File: config.mk
export PLATFORM = sky130hd
export DESIGN_NAME = lsu_mem_if
export DESIGN_NICKNAME = d
export VERILOG_FILES = /design/src/rtl/lsu_mem_if.sv
export SDC_FILE = /design/constraint.sdc
export NUM_CORES = 1
export LEC_CHECK = 0
export CORE_AREA = 2 2 110 112
export CTS_CLUSTER_SIZE = 16
export DETAILED_ROUTE_END_ITERATION = 10
export DIE_AREA = 0 0 112 114
export PLACE_DENSITY = 0.74
export SLEW_MARGIN = 10
export SYNTH_ARGS = -nofsm -noshare
export SYNTH_HDL_FRONTEND = slang
export SYNTH_SLANG_ARGS = --single-unit
File: constraint.sdc
create_clock -name clk_i -period 2.2 [get_ports clk_i]
set_input_delay 0.44 -clock clk_i [delete_from_list [all_inputs] [get_ports clk_i]]
set_output_delay 0.44 -clock clk_i [all_outputs]
set_load 0.1 [all_outputs]
File: src/rtl/lsu_mem_if.sv
// Load/store unit bridging execute-stage requests to a byte-enabled data SRAM.
// One request in flight; registered, extended load data on the response side.
module lsu_mem_if #(
  parameter int SIZE = 4096
) (
  input  logic                    clk_i,
  input  logic                    rstn_i,
  input  logic                    req_valid_i,
  output logic                    req_ready_o,
  input  logic                    req_we_i,
  input  logic [2:0]              req_funct3_i,
  input  logic [31:0]             req_addr_i,
  input  logic [31:0]             req_wdata_i,
  output logic                    resp_valid_o,
  input  logic                    resp_ready_i,
  output logic [31:0]             resp_rdata_o,
  output logic                    resp_err_o,
  output logic                    mem_we_o,
  output logic                    mem_re_o,
  output logic [3:0]              mem_ble_o,
  output logic [31:0]             mem_d_o,
  output logic [$clog2(SIZE)-1:0] mem_add_o,
  input  logic [31:0]             mem_d_i
);

  localparam int AW = $clog2(SIZE);

  typedef enum logic [1:0] {
    IDLE   = 2'd0,
    ACCESS = 2'd1,
    RESP   = 2'd2
  } state_t;

  state_t          state;
  logic            we_q;
  logic [2:0]      f3_q;
  logic [AW-1:0]   addr_q;
  logic [31:0]     wdata_q;

  logic            bad_f3;
  logic            mis;
  logic            oor;
  logic            err_c;
  logic            acc;
  logic [3:0]      ble;
  logic [31:0]     wd;
  logic [31:0]     sh;
  logic [31:0]     ext;

  // Illegal: reserved encodings, or unsigned variants used for a store
  assign bad_f3 = (req_funct3_i == 3'b011)
                | (req_funct3_i[2:1] == 2'b11)
                | (req_funct3_i[2] & req_we_i);
  assign mis = ((req_funct3_i[1:0] == 2'b01) & req_addr_i[0])
             | ((req_funct3_i[1:0] == 2'b10) & (|req_addr_i[1:0]));
  assign oor   = |req_addr_i[31:AW];
  assign err_c = bad_f3 | mis | oor;

  assign sh = mem_d_i >> {addr_q[1:0], 3'b000};

  always_comb begin
    ble = 4'b0000;
    wd  = 32'h0;
    unique case (1'b1)
      f3_q[1:0] == 2'b00: begin
        ble = 4'b0001 << addr_q[1:0];
        wd  = {4{wdata_q[7:0]}};
      end
      f3_q[1:0] == 2'b01: begin
        ble = 4'b0011 << addr_q[1:0];
        wd  = {2{wdata_q[15:0]}};
      end
      default: begin
        ble = 4'b1111;
        wd  = wdata_q;
      end
    endcase
  end

  always_comb begin
    ext = 32'h0;
    unique case (1'b1)
      f3_q == 3'b000: ext = {{24{sh[7]}}, sh[7:0]};
      f3_q == 3'b001: ext = {{16{sh[15]}}, sh[15:0]};
      f3_q == 3'b100: ext = {24'h0, sh[7:0]};
      f3_q == 3'b101: ext = {16'h0, sh[15:0]};
      default:        ext = sh;
    endcase
  end

  // SRAM port is live only in ACCESS so async reset kills a pending write
  assign acc          = (state == ACCESS);
  assign mem_we_o     = acc & we_q;
  assign mem_re_o     = acc & ~we_q;
  assign mem_ble_o    = acc ? ble : 4'b0000;
  assign mem_d_o      = acc ? wd : 32'h0;
  assign mem_add_o    = acc ? {2'b00, addr_q[AW-1:2]} : '0;
  assign req_ready_o  = (state == IDLE);
  assign resp_valid_o = (state == RESP);

  always_ff @(posedge clk_i or negedge rstn_i) begin
    if (!rstn_i) begin
      state        <= IDLE;
      we_q         <= 1'b0;
      f3_q         <= 3'b000;
      addr_q       <= '0;
      wdata_q      <= 32'h0;
      resp_rdata_o <= 32'h0;
      resp_err_o   <= 1'b0;
    end else begin
      unique case (state)
        IDLE: begin
          if (req_valid_i) begin
            we_q    <= req_we_i;
            f3_q    <= req_funct3_i;
            addr_q  <= req_addr_i[AW-1:0];
            wdata_q <= req_wdata_i;
            if (err_c) begin
              resp_err_o <= 1'b1;
              state      <= RESP;
            end else begin
              state <= ACCESS;
            end
          end
        end
        ACCESS: begin
          if (!we_q) resp_rdata_o <= ext;
          state <= RESP;
        end
        RESP: begin
          if (resp_ready_i) begin
            resp_rdata_o <= 32'h0;
            resp_err_o   <= 1'b0;
            state        <= IDLE;
          end
        end
        default: state <= IDLE;
      endcase
    end
  end

endmodule

==> implementation parameters <==
Parameter                              Value

Critical path
  Category of the worst setup path launch point    register
  Critical path depth    5
  RR Startpoint    state[1]$_DFFE_PN0P_
  Setup slack, reg-to-reg    between 0.3 and 0.4 ns
  CP max stage delay    roughly 0.43 ns
  CP cell instances    buf_4, mux2i_1, o21ai_0, and2_2, buf_12
  Worst-path fanout max    5
  Kind of critical path    reg2out
  Required time of the worst setup path    ~1.8 ns
  Worst setup path endpoint    mem_d_o[24]
  CP arrival    1.70 ns
  Worst r2r dst    resp_rdata_o[19]$_DFFE_PN0P_
  Highest-delay cell along the critical path    dfrtp_2
  Source of the critical timing path    f3_q[0]$_DFFE_PN0P_
  Endpoint type of the worst setup path    output port
  Number of buffers and inverters on the critical path    2
  CP top delay family    flip-flops
  Worst R2R Path Depth    6

Timing
  Transition at the pin with the smallest max-transition slack    roughly 0.67 ns
  Slew Viols, Final    0
  Relative slew slack    between 50 and 60%
  Setup clock skew after layout    0.007310 ns
  Achievable clock frequency    ~0.47 GHz
  Worst setup slack after layout    0.06311 ns
  Worst hold margin    ~0.13 ns
  Final TNS setup    0 ns
  RSZ-0062 raised after global routing    no
  Final count of hold timing violations    0
  Time the final worst path needs with I/O delays and setup    about 2.1 ns
  Setup Viol. Count Final    0
  Share of the clock period used by the worst path after layout    97.13%

Power
  Switching Fraction    slightly below 50%
  Internal power    between 5 and 6 mW
  Sequential group share of total power    28.6%
  Worst IR Drop VDD    0.001404 V
  Combinational Power Share    roughly 56%
  Power spent charging and discharging nets    4.746 mW
  Pwr per Cell Area    1312 nW/um^2
  Power share of the clock group    15.6%
  Leakage power    between 3 and 4 nW

Placement
  Placed standard-cell area    7122 um^2
  Post-Place Cells    around 740
  Place WS    ~0.00033 ns
  Number of I/O port buffers    around 190
  GPL Wtd Cong    0.8541
  Detail Placement HPWL    10.56 mm

Logic synthesis
  Predominant post-synthesis flop cell    dfrtp_1
  Post-synthesis share of cell area spent on and, or, nand and nor gates    14.27%
  Asr flop ratio synth    100.0%
  Number of enable-type register cells in the synthesized netlist    0
  Syn Inst Count    421
  Commonest cells in the synthesized netlist    dfrtp_1 (83), mux2_2 (56), nand2_1 (45)
  Ys Warns    0
  Mean post-synth cell area    10.60 um^2
  Sequential-to-total area share from yosys stat    ~47%
  Largest family of logic cells by synthesized area    multiplexers
  Ranking of synthesized cells by area    dfrtp_1 (47%), mux2_2 (14%), mux2i_1 (7.4%), and2_1 (3.8%), nand2_1 (3.8%)
  Multiplexer share of the synthesized area    22.04%
  Cell area after synthesis    between 4000 and 5000 um^2
  Synth Area in Compound Gates    about 12%
  Dominant cell type by area after synthesis    dfrtp_1
  Adder-cell share of the synthesized area    less than 1%
  Flip-flop and latch count after synthesis    83
  Most frequently used cell type in the post-synthesis netlist    dfrtp_1
  Area share of the largest cell type after synthesis    46.55%
  Xor and xnor fraction of the mapped netlist area    0%
  Count of different cell masters after synthesis    37

Global routing
  Maximum number of pins on one net before global-route repair    51
  Leftover overflow at the end of global routing    0
  Number of antenna violations at the first check in global routing    0
  Global-route wire length before repair    roughly 22 mm
  Layer carrying the most global-route usage    met2
  Met1 track utilization from global routing    27.51%
  Met2 demand-to-capacity share in global routing    37.21%
  Vias in the first global route    between 4,000 and 5,000
  GRT Util Overall    ~22%
  Met3 demand-to-capacity share in global routing    8.236%

Status
  Outcome    complete, no violations

CTS
  CTS H-tree lvls    3
  CTS hold repair buffers    0
  Num CTS Buffers    9
  Clock slew at the register clock pins of the worst setup and hold paths    0.06 ns
  Longest Clk Path Bufs    2
  Clock Tree Root    clkbuf_16
  Number of sinks driven by the clock tree    83
  Skew-Pair Late Insertion Delay    between 0.3 and 0.4 ns
  CTS tree    done

Cells and area
  Antenna diodes    0
  Final design instance area without fill    ~7500 um^2
  Syn-to-layout area delta    68.34%
  Share of post-route cells with drive strength above 1    a little under two fifths
  Final cell count without fillers    roughly 760
  Final net count    about 710

Floorplanning
  Core Box Area    11,710 um^2
  Die Wd    around 110 um
  Rows    40
  Starting density of the core    a little under two fifths
  Die height    about 110 um
  Number of primary I/O pins    between 150 and 200
  Total Die Area    approximately 13,000 um^2

Route
  Average wire per cell in the routed design    18.89 um
  Via count    about 4,000
  Routed vias/inst    5.284
  DRC Markers    0
  TritonRoute pass-1 iters    4
  Number of nets with antenna violations after detailed routing    0
  Iteration-0 DRC Markers    176
  Total length of routed wires    between 10 and 15 mm

Worst hold path
  Kind of path behind the tightest hold check    in2async

Job
  Max-Cap Viols    0
-- through the flow --
step	power, mW	util [%]
final	9.857	64.13
after global routing	10.36	64.13
after CTS	9.808	63.44
after detailed placement	8.247	60.81
after global placement	8.079	60.81
after floorplan	6.784	-
-- worst reg2reg max path: stages (launching register included) --
cell      delay, ns
dfrtp_1        0.39
inv_1          0.10
ha_4           0.21
nand2_1        0.15
nand3b_4       0.22
nor2_1         0.52
a221o_1        0.24
-- state kept, by name, summed over array words and instances (netlist names) --
name	cells
resp_err_o	1
we_q	1
addr_q	12
resp_rdata_o	32
state	2
wdata_q	32
f3_q	3
-- worst min-delay path by stage --
stage	startpoint	to	slack, ns	cells past startpoint
final	rstn_i	addr_q[5]$_DFFE_PN0P_	0.13	1
after global routing	rstn_i	addr_q[7]$_DFFE_PN0P_	0.20	1
after CTS	rstn_i	addr_q[5]$_DFFE_PN0P_	0.16	1
after detailed placement	resp_rdata_o[5]$_DFFE_PN0P_	resp_rdata_o[5]$_DFFE_PN0P_	0.48	2
after global placement	resp_rdata_o[6]$_DFFE_PN0P_	resp_rdata_o[6]$_DFFE_PN0P_	0.47	2
after floorplan	rstn_i	addr_q[0]$_DFFE_PN0P_	0.14	0
-- cell families after synthesis --
kind of cell / count (synthesis)
adder cells (fa/ha/maj): 3
other: 1
AO/OA/AOI/OAI: 84
multiplexers: 90
buffers and inverters: 39
AND/OR/NAND/NOR: 121
flip-flops: 83
-- power by group through the flow --
stage / clock network [mW] / logic, mW / registers [mW]
after global routing: 1.62 / 5.83 / 2.91
after floorplan: 0 / 2.58 / 4.21
after global placement: 0 / 5.26 / 2.82
after detailed placement: 0 / 5.38 / 2.86
final: 1.53 / 5.51 / 2.82
after CTS: 1.56 / 5.41 / 2.84
-- final cells by class --
cell class	instances	area [um^2]
Clock buffer	13	260.3
Clock inverter	2	35.03
Fill cell	900	4200
Inverter	5	18.77
Multi-Input combinational cell	300	2432
Sequential cell	83	2079
Tap cell	147	183.9
Timing Repair Buffer	208	2501
-- timing repair --
item	in CTS	in global routing
endpoints found under the setup margin	19	28
cloned	0	1
endpoints found under the hold margin	0	0
gates resized for setup	4	3
buffers inserted	0	5
-- cell usage in the layout, fill, tap and decap left out, types with 3 or more instances in the layout --
cell type and count:
nor2b_4 9, nand2_1 44, clkdlybuf4s50_1 102, o21a_1 4, inv_1 5, a221o_1 16, nand3b_1 8, buf_4 51
nor2_1 14, o21ai_0 25, a21oi_1 16, and2_1 7, and2_2 20, o21ai_1 9, clkbuf_16 10, nand2b_1 3
mux2i_1 33, mux2_2 56, a21boi_4 8, dfrtp_1 81, nor4_1 5, buf_12 53
-- per-layer routing --
| layer | vias to the layer above | share of wire, % |
|---|---|---|
| li1 | 1864 | - |
| met1 | 1959 | 40 |
| met2 | 168 | 48 |
| met3 | 14 | 10 |
| met4 | 0 | 1.4 |
| met5 | - | 0 |
(Power assumes the default switching activity.)
